<file path="config.mk">
export PLATFORM = sky130hd
export DESIGN_NAME = sap_datapath
export DESIGN_NICKNAME = d
export VERILOG_FILES = /design/src/rtl/sap_pkg.sv /design/src/rtl/sap_alu.sv /design/src/rtl/sap_datapath.sv
export SDC_FILE = /design/constraint.sdc
export NUM_CORES = 1
export LEC_CHECK = 0
export CAP_MARGIN = 20
export CORE_MARGIN = 2
export CORE_UTILIZATION = 45
export CTS_CLUSTER_DIAMETER = 50
export DETAILED_ROUTE_END_ITERATION = 8
export PLACE_DENSITY = 0.65
export SYNTH_ARGS = -nofsm -noshare
export SYNTH_HDL_FRONTEND = slang
export SYNTH_SLANG_ARGS = --single-unit
</file>
<file path="constraint.sdc">
create_clock -name clk -period 4.1 [get_ports clk]
set_clock_uncertainty 0.15 [all_clocks]
set_input_delay 0.41 -clock clk [delete_from_list [all_inputs] [get_ports clk]]
set_output_delay 0.41 -clock clk [all_outputs]
set_load 0.01 [all_outputs]
</file>
<file path="src/rtl/sap_pkg.sv">
// Shared definitions for the SAP datapath and its microcode sequencer.
// Latency: none (constants and types only).
// Backpressure: none.
// Contents: control-word bit masks, opcode constants, bus/address widths, control-word struct.
package sap_pkg;

  localparam int DATA_W = 8;
  localparam int ADDR_W = 4;

  // Control-word bit masks, MSB first: HLT MI RI RO IO II AI AO EO SU BI OI CE CO J FI
  localparam logic [15:0] CW_HLT = 16'h8000;
  localparam logic [15:0] CW_MI  = 16'h4000;
  localparam logic [15:0] CW_RI  = 16'h2000;
  localparam logic [15:0] CW_RO  = 16'h1000;
  localparam logic [15:0] CW_IO  = 16'h0800;
  localparam logic [15:0] CW_II  = 16'h0400;
  localparam logic [15:0] CW_AI  = 16'h0200;
  localparam logic [15:0] CW_AO  = 16'h0100;
  localparam logic [15:0] CW_EO  = 16'h0080;
  localparam logic [15:0] CW_SU  = 16'h0040;
  localparam logic [15:0] CW_BI  = 16'h0020;
  localparam logic [15:0] CW_OI  = 16'h0010;
  localparam logic [15:0] CW_CE  = 16'h0008;
  localparam logic [15:0] CW_CO  = 16'h0004;
  localparam logic [15:0] CW_J   = 16'h0002;
  localparam logic [15:0] CW_FI  = 16'h0001;

  // Opcodes carried in IR[7:4]
  localparam logic [3:0] OP_NOP = 4'd0;
  localparam logic [3:0] OP_LDA = 4'd1;
  localparam logic [3:0] OP_ADD = 4'd2;
  localparam logic [3:0] OP_SUB = 4'd3;
  localparam logic [3:0] OP_STA = 4'd4;
  localparam logic [3:0] OP_LDI = 4'd5;
  localparam logic [3:0] OP_JMP = 4'd6;
  localparam logic [3:0] OP_JC  = 4'd7;
  localparam logic [3:0] OP_JZ  = 4'd8;
  localparam logic [3:0] OP_OUT = 4'd14;
  localparam logic [3:0] OP_HLT = 4'd15;

  // Field order matches the bit masks above so a plain cast decodes the word.
  typedef struct packed {
    logic hlt;
    logic mi;
    logic ri;
    logic ro;
    logic io;
    logic ii;
    logic ai;
    logic ao;
    logic eo;
    logic su;
    logic bi;
    logic oi;
    logic ce;
    logic co;
    logic j;
    logic fi;
  } ctrl_t;

endpackage

</file>
<file path="src/rtl/sap_alu.sv">
// 8-bit add/subtract unit for the SAP datapath.
// Latency: purely combinational.
// Backpressure: none.
// Ports: i_a, i_b operands; i_su selects subtract; o_result sum, o_carry carry-out
// (for subtract, 1 = no borrow), o_zero set when o_result is zero.
module sap_alu
  import sap_pkg::*;
(
  input  logic [DATA_W-1:0] i_a,
  input  logic [DATA_W-1:0] i_b,
  input  logic              i_su,
  output logic [DATA_W-1:0] o_result,
  output logic              o_carry,
  output logic              o_zero
);

  logic [DATA_W-1:0] w_b_op;
  logic [DATA_W:0]   w_sum;

  // Subtract is two's complement: invert B and inject the +1 as carry-in.
  assign w_b_op   = i_su ? ~i_b : i_b;
  assign w_sum    = {1'b0, i_a} + {1'b0, w_b_op} + {{DATA_W{1'b0}}, i_su};
  assign o_result = w_sum[DATA_W-1:0];
  assign o_carry  = w_sum[DATA_W];
  assign o_zero   = (w_sum[DATA_W-1:0] == '0);

endmodule

</file>
<file path="src/rtl/sap_datapath.sv">
// SAP register-transfer datapath: shared 8-bit bus, PC, MAR, RAM, IR, A, B, ALU, flags, output reg.
// Latency: loads commit on the falling edge after the rising edge that presented ctrl_data.
// Backpressure: none; halt freezes all control-word driven state, prog_we still writes RAM.
// Ports: clk, rst (async active-high); ctrl_data control word; prog_we/prog_addr/prog_data
// program loader; instruction, ovf, zf back to sequencer; out_data/out_valid output register;
// halted sticky halt; bus_conflict flags multiple simultaneous bus drivers.
module sap_datapath
  import sap_pkg::*;
#(
  parameter int RAM_WORDS = 16
) (
  input  logic              clk,
  input  logic              rst,
  input  logic [15:0]       ctrl_data,
  input  logic              prog_we,
  input  logic [ADDR_W-1:0] prog_addr,
  input  logic [DATA_W-1:0] prog_data,
  output logic [3:0]        instruction,
  output logic              ovf,
  output logic              zf,
  output logic [DATA_W-1:0] out_data,
  output logic              out_valid,
  output logic              halted,
  output logic              bus_conflict
);

  ctrl_t             w_ctrl;
  logic [DATA_W-1:0] w_bus;
  logic [DATA_W-1:0] w_ram_rd;
  logic [DATA_W-1:0] w_alu_res;
  logic              w_alu_carry;
  logic              w_alu_zero;
  logic [4:0]        w_drv;
  logic              w_ram_we;

  logic [ADDR_W-1:0] r_pc;
  logic [ADDR_W-1:0] r_mar;
  logic [DATA_W-1:0] r_ir;
  logic [DATA_W-1:0] r_a;
  logic [DATA_W-1:0] r_b;
  logic [DATA_W-1:0] r_out;
  logic              r_out_valid;
  logic              r_ovf;
  logic              r_zf;
  logic              r_halted;
  logic [DATA_W-1:0] r_ram [RAM_WORDS];

  assign w_ctrl = ctrl_t'(ctrl_data);

  sap_alu u_alu (
    .i_a      (r_a),
    .i_b      (r_b),
    .i_su     (w_ctrl.su),
    .o_result (w_alu_res),
    .o_carry  (w_alu_carry),
    .o_zero   (w_alu_zero)
  );

  assign w_ram_rd = r_ram[r_mar];

  // Bus mux with fixed priority EO > AO > RO > IO > CO; idle bus reads zero.
  always_comb begin
    w_bus = '0;
    if (w_ctrl.eo)      w_bus = w_alu_res;
    else if (w_ctrl.ao) w_bus = r_a;
    else if (w_ctrl.ro) w_bus = w_ram_rd;
    else if (w_ctrl.io) w_bus = {4'h0, r_ir[3:0]};
    else if (w_ctrl.co) w_bus = {4'h0, r_pc};
  end

  // More than one bit set <=> clearing the lowest set bit leaves something.
  assign w_drv        = {w_ctrl.eo, w_ctrl.ao, w_ctrl.ro, w_ctrl.io, w_ctrl.co};
  assign bus_conflict = |(w_drv & (w_drv - 5'd1));

  always_ff @(negedge clk or posedge rst) begin
    if (rst) begin
      r_pc        <= '0;
      r_mar       <= '0;
      r_ir        <= '0;
      r_a         <= '0;
      r_b         <= '0;
      r_out       <= '0;
      r_out_valid <= 1'b0;
      r_ovf       <= 1'b0;
      r_zf        <= 1'b0;
      r_halted    <= 1'b0;
    end else begin
      r_out_valid <= 1'b0;
      if (!r_halted) begin
        if (w_ctrl.mi) r_mar <= w_bus[ADDR_W-1:0];
        if (w_ctrl.ii) r_ir  <= w_bus;
        if (w_ctrl.ai) r_a   <= w_bus;
        if (w_ctrl.bi) r_b   <= w_bus;
        if (w_ctrl.oi) begin
          r_out       <= w_bus;
          r_out_valid <= 1'b1;
        end
        // Jump takes precedence over increment.
        if (w_ctrl.j)       r_pc <= w_bus[ADDR_W-1:0];
        else if (w_ctrl.ce) r_pc <= r_pc + 4'd1;
        if (w_ctrl.fi) begin
          r_ovf <= w_alu_carry;
          r_zf  <= w_alu_zero;
        end
        if (w_ctrl.hlt) r_halted <= 1'b1;
      end
    end
  end

  // RAM is not reset; a write from the control word is blocked while rst is high
  // so an aborted instruction leaves memory untouched. The loader port always wins.
  assign w_ram_we = w_ctrl.ri && !r_halted && !rst;

  always_ff @(negedge clk) begin
    if (prog_we)       r_ram[prog_addr] <= prog_data;
    else if (w_ram_we) r_ram[r_mar]     <= w_bus;
  end

  assign instruction = r_ir[7:4];
  assign ovf         = r_ovf;
  assign zf          = r_zf;
  assign out_data    = r_out;
  assign out_valid   = r_out_valid;
  assign halted      = r_halted;

endmodule

</file>
## Word level (Yosys, flattened, before mapping)

Memory sizes are Yosys's and may differ from the RTL's.
Index checks and enable logic that the tools add are counted.
Widths: inputs -> output; s select.

- Bits in registers: 44
- RAM bits: 128
- Output and inout port bits: 17
- Memories kept: 1

Memory list:

| name | depth | bits a word | rd ports | clocked after Yosys merged registers in | write ports | line | text |
|---|---|---|---|---|---|---|---|
| r_ram | 16 | 8 | 1 | 0 | 1 | sap_datapath.sv:46 | `logic [DATA_W-1:0] r_ram [RAM_WORDS];` |

- Add/sub/neg operators: 4
- Mux-type cells: 20
- Bitwise operators: 3
- Reductions and logical operators: 15

Operators with widths:

| cell | number |
|---|---|
| $mux 8 | 5 |
| $mux 4 | 5 |
| $reduce_and 2->1 | 7 |
| $mux 1 | 10 |
| $add 8x8->9 | 1 |
| $add 9x1->9 | 1 |
| $logic_not 8->1 | 1 |
| $not 8->8 | 1 |
| $reduce_or 8->1 | 1 |
| $and 5x5->5 | 1 |
| $reduce_or 5->1 | 1 |
| $sub 5x1->5 const B | 1 |
| $add 4x1->4 const B | 1 |
| $logic_and 1x1->1 | 2 |
| $logic_not 1->1 | 2 |
| $reduce_bool 2->1 | 1 |
| $not 1->1 | 1 |

## Longest topological paths before layout

Gate-level depths: netlist (run 1).

- Depth after elaboration: 8
- Mapped depth: 8
- Depth with buffers taken out: 7

## Modules after synthesis

From an unflattened synthesis (run 1), not the netlist that was laid out.

- Cell total of the unflattened synthesis: 574
- Area total of the unflattened synthesis: 7,832.5 um^2

By module, submodules not included:

| module | times used | cells an instance | area an instance (um^2) |
|---|---|---|---|
| sap_datapath | 1 | 518 | 7,399.6 |
| sap_alu | 1 | 56 | 432.9 |

==> flow_metrics.tcl, run 1 <==
set metrics [dict create \
    outcome "finished, violations left" \
    failing_checks "negative setup slack" \
    critPathRequiredTime_ns 2.10 \
    unrepaired_setup_endpoints_after_global_routing "yes" \
    synth_top_family_by_area "multiplexers" \
    boundaryPins 48 \
    route.final.wire_length_um 20030 \
    netlist_area_um2 7669 \
    postSynth.asyncResetShare_pct 25.58 \
    grt_pass1_wl_um 31520 \
    grt_antenna_before_repair 0 \
    final-setup-viol-count 46 \
    finalMaxSlewViolations 0 \
    placeableCoreArea_um2 16640 \
    antenna_left 0 \
    postSynthRegisterBits 172 \
    detailroute.via_count 5595 \
    p_per_area_nw_per_um2 476.2 \
    post-route-drc-count 0 \
    synth_seq_area_share_pct 64.48 \
    detailed_routing_iteration_count_for_the_pre_antenna_repair_pass 5 \
    timing.final.ws_setup_ns -0.07480 \
    synth_adder_area_share_pct 1.860 \
    total_leakage_power_nw 4.412 \
    global_route.overflow_total 0 \
    worst_setup_ep_type "register" \
    clkSinkCount 172 \
    timing.hold.ws_ns 0.2796 \
    post_synth_xor_area_fraction_pct 1.371 \
    root_driver "sky130_fd_sc_hd__clkbuf_16" \
    antenna-diode-count 0 \
    synth-main-ff-cell "sky130_fd_sc_hd__edfxtp_1" \
    initial_utilization_pct 46.08 \
    number_of_global_route_vias_before_repair 6006 \
    hold_buffers 0 \
    synthesis.instances 522 \
    synth-compound-area-share_pct 10.20 \
    synth_fp_nets 563 \
    power.ir.vdd_worst_mv 0.3256 \
    routed_vias_inst 5.459 \
    edff_count_synth 128 \
    cap_viol_max_count 0 \
    r2r_setup_slack_ns 1.31 \
    worst_slew_margin_rel_pct 53.73 \
    clockBufferDepth 2 \
    final-hold-violation-count 0 \
    die_h_um 134.5 \
    clock_edge_transition_at_the_registers_on_the_reported_setup_and_hold_paths_ns 0.05 \
    crit_path_max_fanout 16 \
    die_area_um2 18100 \
    port-buffer-count 47 \
    placement_rows 47 \
    place_hpwl_um 13580 \
    worst_slew_pin_slew_ns 0.6941 \
    drt_iter0_markers 456 \
    final_net_count 833 \
    crit_type "input port to register" \
    die_width_um 134.5 \
    pre_cts_slack_ns -1.180 \
    routed_len_inst_um 19.54 \
    number_of_warnings_issued_by_yosys 0 \
    syn_to_final_growth_pct 38.91 \
    muxShareOfSynthArea_pct 11.91 \
    tritoncts.num_buffers 17 \
    synth_area_in_simple_gates_pct 7.554 \
    final_layout_size_suffix_gt1_share_pct 27.95 \
    cp-start-kind "input port" \
    globalplace.congestion 0.8878 \
    worst_skew_pair.late_latency_ns 0.48 \
    arrival_ns 2.17 \
    average_cell_area_after_synthesis_um2 14.69 \
    ctsHtreeMaxLevel 4 \
    tritoncts "yes" \
    grt_start_max_net_pins 45 \
    hp-class "register to register" \
    grt_util_all_layers_pct 23.31 \
    synth_cell_types 57 \
]
[critical path: stages]
cell                      delay, ns
sky130_fd_sc_hd__buf_12        0.13
sky130_fd_sc_hd__buf_6         0.11
sky130_fd_sc_hd__xor2_1        0.13
sky130_fd_sc_hd__ha_1          0.30
sky130_fd_sc_hd__buf_6         0.14
sky130_fd_sc_hd__and2_4        0.13
sky130_fd_sc_hd__a221o_1       0.37
sky130_fd_sc_hd__a21oi_4       0.21
sky130_fd_sc_hd__o31ai_4       0.08
sky130_fd_sc_hd__buf_12        0.15
[path summary, 6_finish.rpt]
check	startpoint	end	cells past startpoint
worst max register to register	r_mar[1]	r_ir[5]	7
max in group asynchronous	rst	r_b[7]	4
worst max-delay path	ctrl_data[6]	r_ram[2][6]	10
min in group asynchronous	rst	r_a[4]	4
worst min register to register	out_data[4]	out_data[4]	2
worst min-delay path	out_data[4]	out_data[4]	2
[state kept, by name, summed over array words and instances (netlist names)]
register   flops
out_valid      1
ovf            1
halted         1
r_pc           4
zf             1
out_data       8
r_b            8
r_ir           8
r_ram        128
r_mar          4
r_a            8
[report_power, final]
part / total (mW) / internal (mW) / switching [mW] / leakage [nW]
combinational: 0.865 / 0.430 / 0.435 / 1.70
sequential: 2.00 / 1.95 / 0.0549 / 1.72
clock: 2.21 / 1.07 / 1.13 / 0.993
total: 5.07 / 3.45 / 1.62 / 4.41
[Yosys cell counts, drive strengths merged (6+ instances only)]
library cell | count | share of area [%]
a21oi | 15 | 0.98
a31oi | 8 | 0.65
buf | 17 | 1.6
clkbuf | 11 | 0.54
dfrtn | 44 | 14
edfxtp | 128 | 50
ha | 9 | 1.5
inv | 10 | 0.49
mux2i | 17 | 2.2
mux4 | 32 | 9.4
nand2 | 60 | 2.9
nand2b | 6 | 0.49
nor2 | 28 | 1.4
nor2b | 6 | 0.49
nor3 | 7 | 0.46
o21ai | 29 | 2.0
o22ai | 7 | 0.57
o31ai | 22 | 2.2
xor2 | 10 | 1.1
[cell families after synthesis]
family | count (synthesis)
AND/OR/NAND/NOR | 128
AO/OA/AOI/OAI | 110
XOR/XNOR | 12
multiplexers | 51
adder cells (fa/ha/maj) | 11
buffers and inverters | 38
flip-flops | 172
[placed cells by master (no fill, tap or decap), types with 8 or more instances in the layout]
master / synthesis / final
sky130_fd_sc_hd__mux2i_1: 17 / 17
sky130_fd_sc_hd__clkdlybuf4s50_1: 0 / 44
sky130_fd_sc_hd__inv_1: 10 / 136
sky130_fd_sc_hd__edfxtp_1: 128 / 128
sky130_fd_sc_hd__a21oi_1: 15 / 12
sky130_fd_sc_hd__clkbuf_16: 0 / 17
sky130_fd_sc_hd__o21ai_0: 23 / 9
sky130_fd_sc_hd__mux4_2: 32 / 32
sky130_fd_sc_hd__o31ai_1: 22 / 15
sky130_fd_sc_hd__buf_6: 3 / 11
sky130_fd_sc_hd__o21ai_1: 4 / 9
sky130_fd_sc_hd__nand2_1: 60 / 58
sky130_fd_sc_hd__buf_4: 5 / 86
sky130_fd_sc_hd__nor2_1: 28 / 25
sky130_fd_sc_hd__buf_12: 0 / 9
sky130_fd_sc_hd__ha_1: 9 / 8
sky130_fd_sc_hd__dfrtn_1: 44 / 44
[through the flow]
stage | power (mW) | setup TNS (ns) | utilization (%) | cells | instance area (um^2)
3_3_place_gp | 2.938 | -174.80 | 55.30 | 855 | 9204
6_report | 5.073 | -1.889 | 64.01 | 1025 | 10650
2_1_floorplan | 2.644 | -71.30 | - | 522 | 7856
4_1_cts | 5.078 | -11.33 | 63.35 | 1026 | 10540
5_1_grt | 5.373 | -4.878 | 64.01 | 1025 | 10650
3_5_place_dp | 2.960 | -191.49 | 55.30 | 855 | 9204
[what timing repair did]
| action | 4_1_cts | 5_1_grt |
|---|---|---|
| endpoints found under the setup margin | 166 | 177 |
| pin swaps | 11 | 25 |
| hold endpoints to repair | 0 | 0 |
| cloned | 1 | 0 |
| buffers inserted | 11 | 13 |
| resized for setup | 30 | 29 |
[per-layer routing]
| layer | global-route usage [%] | up-vias | share of wire, % |
|---|---|---|---|
| li1 | - | 2573 | - |
| met1 | 28.66 | 2784 | 41 |
| met2 | 39.20 | 195 | 51 |
| met3 | 5.818 | 43 | 5.4 |
| met4 | 10.41 | 0 | 2.3 |
| met5 | 0 | - | 0 |
[area by class of cell]
| cell class | count | area (um^2) |
|---|---|---|
| clock inverters | 143 | 695.7 |
| repair buffers | 152 | 1408 |
| inverters | 9 | 33.78 |
| fillers | 1205 | 5989 |
| multi-input cells | 312 | 2870 |
| well taps | 220 | 275.3 |
| clock buffers | 17 | 425.4 |
| flip-flops and latches | 172 | 4945 |
(Power assumes the default switching activity.)
==> run 2: changes to the inputs <==
==> constraint.sdc (replaced) <==
create_clock -name clk -period 4 [get_ports clk]
set_clock_uncertainty 0.15 [all_clocks]
set_input_delay 0.4 -clock clk [delete_from_list [all_inputs] [get_ports clk]]
set_output_delay 0.4 -clock clk [all_outputs]
set_load 0.01 [all_outputs]
==> run 2 against run 1 <==
Effect of this change:
- combinational power is 2.3% higher
- hold slack better by 0.00069 ns
- utilization increased by 0.13 points
- sequential power up 3%
- the run still ends with negative setup slack left
- flip-flop and latch count is the same
- non-clock buffer count rose by 2
- largest cell class unchanged
- critical path depth stayed put
- final cell count up 0.20%
- highest routed layer unchanged
- via count grew 0.41%
- wire length shrank 0.29%
- worst setup slack got worse by 0.041 ns
==> flow_metrics.tcl, run 2 (synthesized netlist as in run 1, its figures left out) <==
set metrics [dict create \
    final_net_count 835 \
    outcome "finished, violations left" \
    post-route-drc-count 0 \
    final_layout_size_suffix_gt1_share_pct 29.00 \
    failing_checks "negative setup slack" \
    global_route.overflow_total 0 \
    netSwitchingFraction_pct 32.66 \
    crit_path_max_fanout 16 \
    final-setup-viol-count 55 \
    port-buffer-count 47 \
    hp-class "register to register" \
    finalInstanceArea_um2 10670 \
    ctsHtreeMaxLevel 4 \
    commonest_non_fill_non_tap_cell_in_the_layout "sky130_fd_sc_hd__inv_1" \
    placement_rows 47 \
    unrepaired_setup_endpoints_after_global_routing "yes" \
    finalMaxSlewViolations 0 \
    root_driver "sky130_fd_sc_hd__clkbuf_16" \
    tritoncts "yes" \
    largest-register "r_ram" \
    globalplace.congestion 0.9305 \
    detailed_routing_iteration_count_for_the_pre_antenna_repair_pass 5 \
    detailroute.via_count 5618 \
    dp.cells 858 \
    placeableCoreArea_um2 16640 \
    clock_edge_transition_at_the_registers_on_the_reported_setup_and_hold_paths_ns 0.05 \
    cap_viol_max_count 0 \
    total_leakage_power_nw 4.422 \
    grt_start_max_net_pins 45 \
    total_switching_power_mw 1.688 \
    grt_antenna_before_repair 0 \
    pwr-share-seq_pct 39.8 \
    tritoncts.num_buffers 17 \
    power.ir.vdd_worst_mv 0.3101 \
    routed_vias_inst 5.470 \
    register_area_um2 4945 \
    worst_slew_pin_slew_ns 0.7307 \
    place_hpwl_um 13270 \
    power.total_mw 5.170 \
    die_width_um 134.5 \
    worst_slew_margin_rel_pct 51.29 \
    die_area_um2 18100 \
    timing.final.ws_setup_ns -0.1156 \
    boundaryPins 48 \
    power.share.clock_pct 43.1 \
    final-instance-count-excl-fill 1027 \
    die_h_um 134.5 \
    grt_util_all_layers_pct 22.58 \
    routed_len_inst_um 19.45 \
    critPathRequiredTime_ns 2.05 \
    clkSinkCount 172 \
    number_of_global_route_vias_before_repair 5785 \
    route.final.wire_length_um 19970 \
    drt_iter0_markers 490 \
    grt_pass1_wl_um 30660 \
    antenna-diode-count 0 \
    final_cell_mix "sky130_fd_sc_hd__inv_1, sky130_fd_sc_hd__edfxtp_1, sky130_fd_sc_hd__buf_4" \
    largest_register_ffs 128 \
    p_int_mw 3.481 \
    syn_to_final_growth_pct 39.19 \
    finish.utilization_pct 64.14 \
    clockBufferDepth 2 \
    arrival_ns 2.16 \
    worst_setup_ep_type "register" \
    crit_type "input port to register" \
    placement.cell_area_um2 9214 \
    p_comb_share_pct 17.1 \
    worst_skew_pair.late_latency_ns 0.49 \
    pre_cts_slack_ns -1.212 \
    antenna_left 0 \
    multi_input_comb_area_um2 2887 \
    cp-start-kind "input port" \
    final-hold-violation-count 0 \
    initial_utilization_pct 46.08 \
    n_fill_cell 1204 \
    p_per_area_nw_per_um2 484.3 \
]
[run 2: cell types whose count changed in the layout (fill, tap and decap cells not counted), sizes merged]
cell           before  now
bufinv              1    0
clkdlybuf4s50      44   43
dlymetal6s2s        0    1
clkinv              3    4
buf               106  108
[run 2: metrics by stage]
step | hold WS [ns] | setup TNS (ns)
5_1_grt | 0.2934 | -6.599
2_1_floorplan | 0.2598 | -82.50
6_report | 0.2803 | -3.204
3_3_place_gp | 0.2718 | -193.53
4_1_cts | 0.2824 | -11.56
3_5_place_dp | 0.2825 | -210.52
[run 2: worst max-delay path, stage by stage]
cell	delay [ns]
sky130_fd_sc_hd__buf_12	0.13
sky130_fd_sc_hd__buf_4	0.13
sky130_fd_sc_hd__xor2_1	0.14
sky130_fd_sc_hd__ha_1	0.31
sky130_fd_sc_hd__buf_6	0.14
sky130_fd_sc_hd__and2_4	0.12
sky130_fd_sc_hd__a221o_1	0.34
sky130_fd_sc_hd__a21oi_4	0.18
sky130_fd_sc_hd__o31ai_4	0.10
sky130_fd_sc_hd__buf_12	0.15
[run 2: power by group through the flow]
stage          combinational (mW)  clock (mW)  sequential [mW]
2_1_floorplan               0.466       0.191             2.05
3_3_place_gp                0.753       0.191             2.07
3_5_place_dp                0.768       0.191             2.08
4_1_cts                     0.801        2.27             2.05
5_1_grt                     0.946        2.44             2.06
6_report                    0.885        2.23             2.06
[run 2: area by class of cell]
class	instances	share of cell area, %
flip-flops and latches	172	46.33
clock buffers	17	3.985
well taps	220	2.579
repair buffers	154	13.43
multi-input cells	312	27.04
inverters	9	0.3165
clock inverters	143	6.318
[run 2: path summary, 6_finish.rpt]
check | startpoint | to | slack [ns] | cells after the start
min reg2reg | r_ir[0] | r_ir[0] | 0.28 | 2
max | ctrl_data[6] | r_ram[15][6] | -0.12 | 10
max in group asynchronous | rst | r_a[6] | 1.19 | 4
min | r_ir[0] | r_ir[0] | 0.28 | 2
min in group asynchronous | rst | zf | 2.23 | 4
max reg2reg | r_mar[1] | r_ram[1][5] | 1.03 | 7
[run 2: what timing repair did]
action,in CTS,in global routing
buffers inserted,6,7
hold buffers,0,0
hold endpoints to repair,0,0
endpoints found under the setup margin,178,219
gates resized for setup,20,44
pin swaps,14,20
[run 2: metal layers]
metal  up-vias  global-route usage (%)  share of wire [%]  routed length [um]
met2       174                   38.07                 52               10370
met4         0                   8.889                1.5                 304
met1      2846                   28.89                 42                8476
met5         -                       0                  0                   0
li1       2571                       -                  -                   -
met3        27                   4.617                4.1                 825
==> run 3: changes to the inputs <==
--- a/config.mk
+++ b/config.mk
@@ -11,6 +11,7 @@
 export CTS_CLUSTER_DIAMETER = 50
 export DETAILED_ROUTE_END_ITERATION = 8
 export PLACE_DENSITY = 0.65
+export SKIP_CTS_REPAIR_TIMING = 1
 export SYNTH_ARGS = -nofsm -noshare
 export SYNTH_HDL_FRONTEND = slang
 export SYNTH_SLANG_ARGS = --single-unit
==> run 3 against run 2 <==
Effect of this change:
- hold slack is essentially flat
- wire length grew 2.4%
- final cell count grew 0.58%
- utilization grew 0.87 points
- total power grew 0.67%
- sequential share of layout area shrank 0.62 points
- critical endpoint is now r_ram[5][6]
- the flow still finishes with violations (negative setup slack)
==> flow_metrics.tcl, run 3 (synthesized netlist as in run 1, its figures left out) <==
set metrics [dict create \
    critPathRequiredTime_ns 2.05 \
    r2r_setup_slack_ns 0.98 \
    crit_path_buf_inv_count 4 \
    unrepaired_setup_endpoints_after_global_routing "yes" \
    boundaryPins 48 \
    syn_to_final_growth_pct 41.08 \
    arrival_ns 2.35 \
    ctsHtreeMaxLevel 4 \
    largest-register "r_ram" \
    detailed_routing_iteration_count_for_the_pre_antenna_repair_pass 5 \
    largest_register_ffs 128 \
    routed_len_inst_um 19.79 \
    fin_tns_setup_ns -16.04 \
    final_net_count 841 \
    netSwitchingFraction_pct 32.76 \
    n_fill_cell 1161 \
    initial_utilization_pct 46.08 \
    final_layout_size_suffix_gt1_share_pct 30.14 \
    die_h_um 134.5 \
    p_comb_share_pct 17.7 \
    worst_setup_ep_type "register" \
    power.total_mw 5.205 \
    power.ir.vdd_worst_mv 0.3165 \
    worst_path_slowest_cell "sky130_fd_sc_hd__a221o_1" \
    post-route-drc-count 0 \
    placement_rows 47 \
    place_hpwl_um 13270 \
    p_per_area_nw_per_um2 481.1 \
    placeableCoreArea_um2 16640 \
    port-buffer-count 47 \
    die_width_um 134.5 \
    grt_antenna_before_repair 0 \
    detailroute.via_count 5658 \
    antenna-diode-count 0 \
    path_delay_family "compound AO/OA/AOI/OAI gates" \
    finalInstanceArea_um2 10820 \
    globalplace.congestion 0.9305 \
    worst_slew_margin_rel_pct 51.88 \
    p_int_mw 3.499 \
    final-setup-viol-count 88 \
    multi_input_comb_area_um2 2950 \
    placement.cell_area_um2 9214 \
    crit_path_max_fanout 8 \
    routed_vias_inst 5.477 \
    final-hold-violation-count 0 \
    final_cell_mix "sky130_fd_sc_hd__inv_1, sky130_fd_sc_hd__edfxtp_1, sky130_fd_sc_hd__buf_4" \
    finalMaxSlewViolations 0 \
    grt_util_all_layers_pct 22.34 \
    timing.final.ws_setup_ns -0.2978 \
    pre_cts_slack_ns -1.212 \
    total_switching_power_mw 1.705 \
    tritoncts "yes" \
    outcome "finished, violations left" \
    tritoncts.num_buffers 17 \
    min_from "r_ir[0]" \
    register_area_um2 4945 \
    timing.hold.ws_ns 0.2798 \
    total_leakage_power_nw 4.510 \
    crit_path_cell_trace "buf_6, buf_12, xor2_1, ha_1, buf_4, and2_1, a221o_1, a21oi_4, o31ai_4, buf_2" \
    power.share.clock_pct 42.8 \
    worst_skew_pair.late_latency_ns 0.49 \
    failing_checks "negative setup slack" \
    die_area_um2 18100 \
    root_driver "sky130_fd_sc_hd__clkbuf_16" \
    drt_iter0_markers 387 \
    clockBufferDepth 2 \
    worst_slew_pin_slew_ns 0.7218 \
    commonest_non_fill_non_tap_cell_in_the_layout "sky130_fd_sc_hd__inv_1" \
    hp-class "register to register" \
    clkSinkCount 172 \
    grt_start_max_net_pins 45 \
    slowest_delay_ns 0.37 \
    antenna_left 0 \
    r2r-start "r_mar[0]" \
    route.final.wire_length_um 20440 \
    number_of_global_route_vias_before_repair 5741 \
    cp-start-kind "input port" \
    grt_pass1_wl_um 30300 \
    pwr-share-seq_pct 39.5 \
    cap_viol_max_count 0 \
    global_route.overflow_total 0 \
    worstSetupStartpoint "ctrl_data[6]" \
    clock_edge_transition_at_the_registers_on_the_reported_setup_and_hold_paths_ns 0.05 \
    crit_type "input port to register" \
]
run 3: cell types whose count changed in the layout (fill, tap and decap cells not counted), sizes merged:
cell / delta
buf: +5
dlymetal6s2s: +3
clkbuf: +1
clkdlybuf4s50: -1
dlygate4sd2: -2
run 3: path summary, 6_finish.rpt:
check,to,cells past startpoint
max,r_ram[5][6],10
min,r_ir[0],2
max reg2reg,r_b[0],8
min reg2reg,r_ir[0],2
max in group asynchronous,r_b[5],4
min in group asynchronous,zf,4
run 3: through the flow:
step | std cells | util, %
final | 1033 | 65.01
after global routing | 1033 | 65.01
after CTS | 1017 | 61.95
after detailed placement | 858 | 55.36
after global placement | 858 | 55.36
after floorplan | 522 | -
run 3: routing by layer:
metal  vias up  wire (um)  track usage [%]
li1       2582          -                -
met1      2856       8563            28.41
met2       192      10650            37.90
met3        28        931            4.617
met4         0        299            8.596
met5         -          0                0
run 3: cell type report:
| type | count | area share [%] |
|---|---|---|
| clock buffer | 17 | 3.932 |
| clock inverter | 143 | 6.233 |
| inverter | 9 | 0.3122 |
| multi-input combinational | 312 | 27.27 |
| sequential | 172 | 45.70 |
| tap | 220 | 2.544 |
| timing repair buffer | 160 | 14.00 |
run 3: tightest hold or removal path: cells and delay by family, from the launching register on:
kind	cells	cell delay, ns
DFF	1	0.41
AOI/OAI and AO/OA	1	0.06
and+or+nand+nor	1	0.05
run 3: power by group through the flow:
stage / Sequential [mW] / Clock (mW) / Combinational [mW]
after CTS: 2.05 / 2.27 / 0.774
after floorplan: 2.05 / 0.191 / 0.466
after detailed placement: 2.08 / 0.191 / 0.768
after global routing: 2.06 / 2.44 / 0.981
after global placement: 2.07 / 0.191 / 0.753
final: 2.06 / 2.23 / 0.919
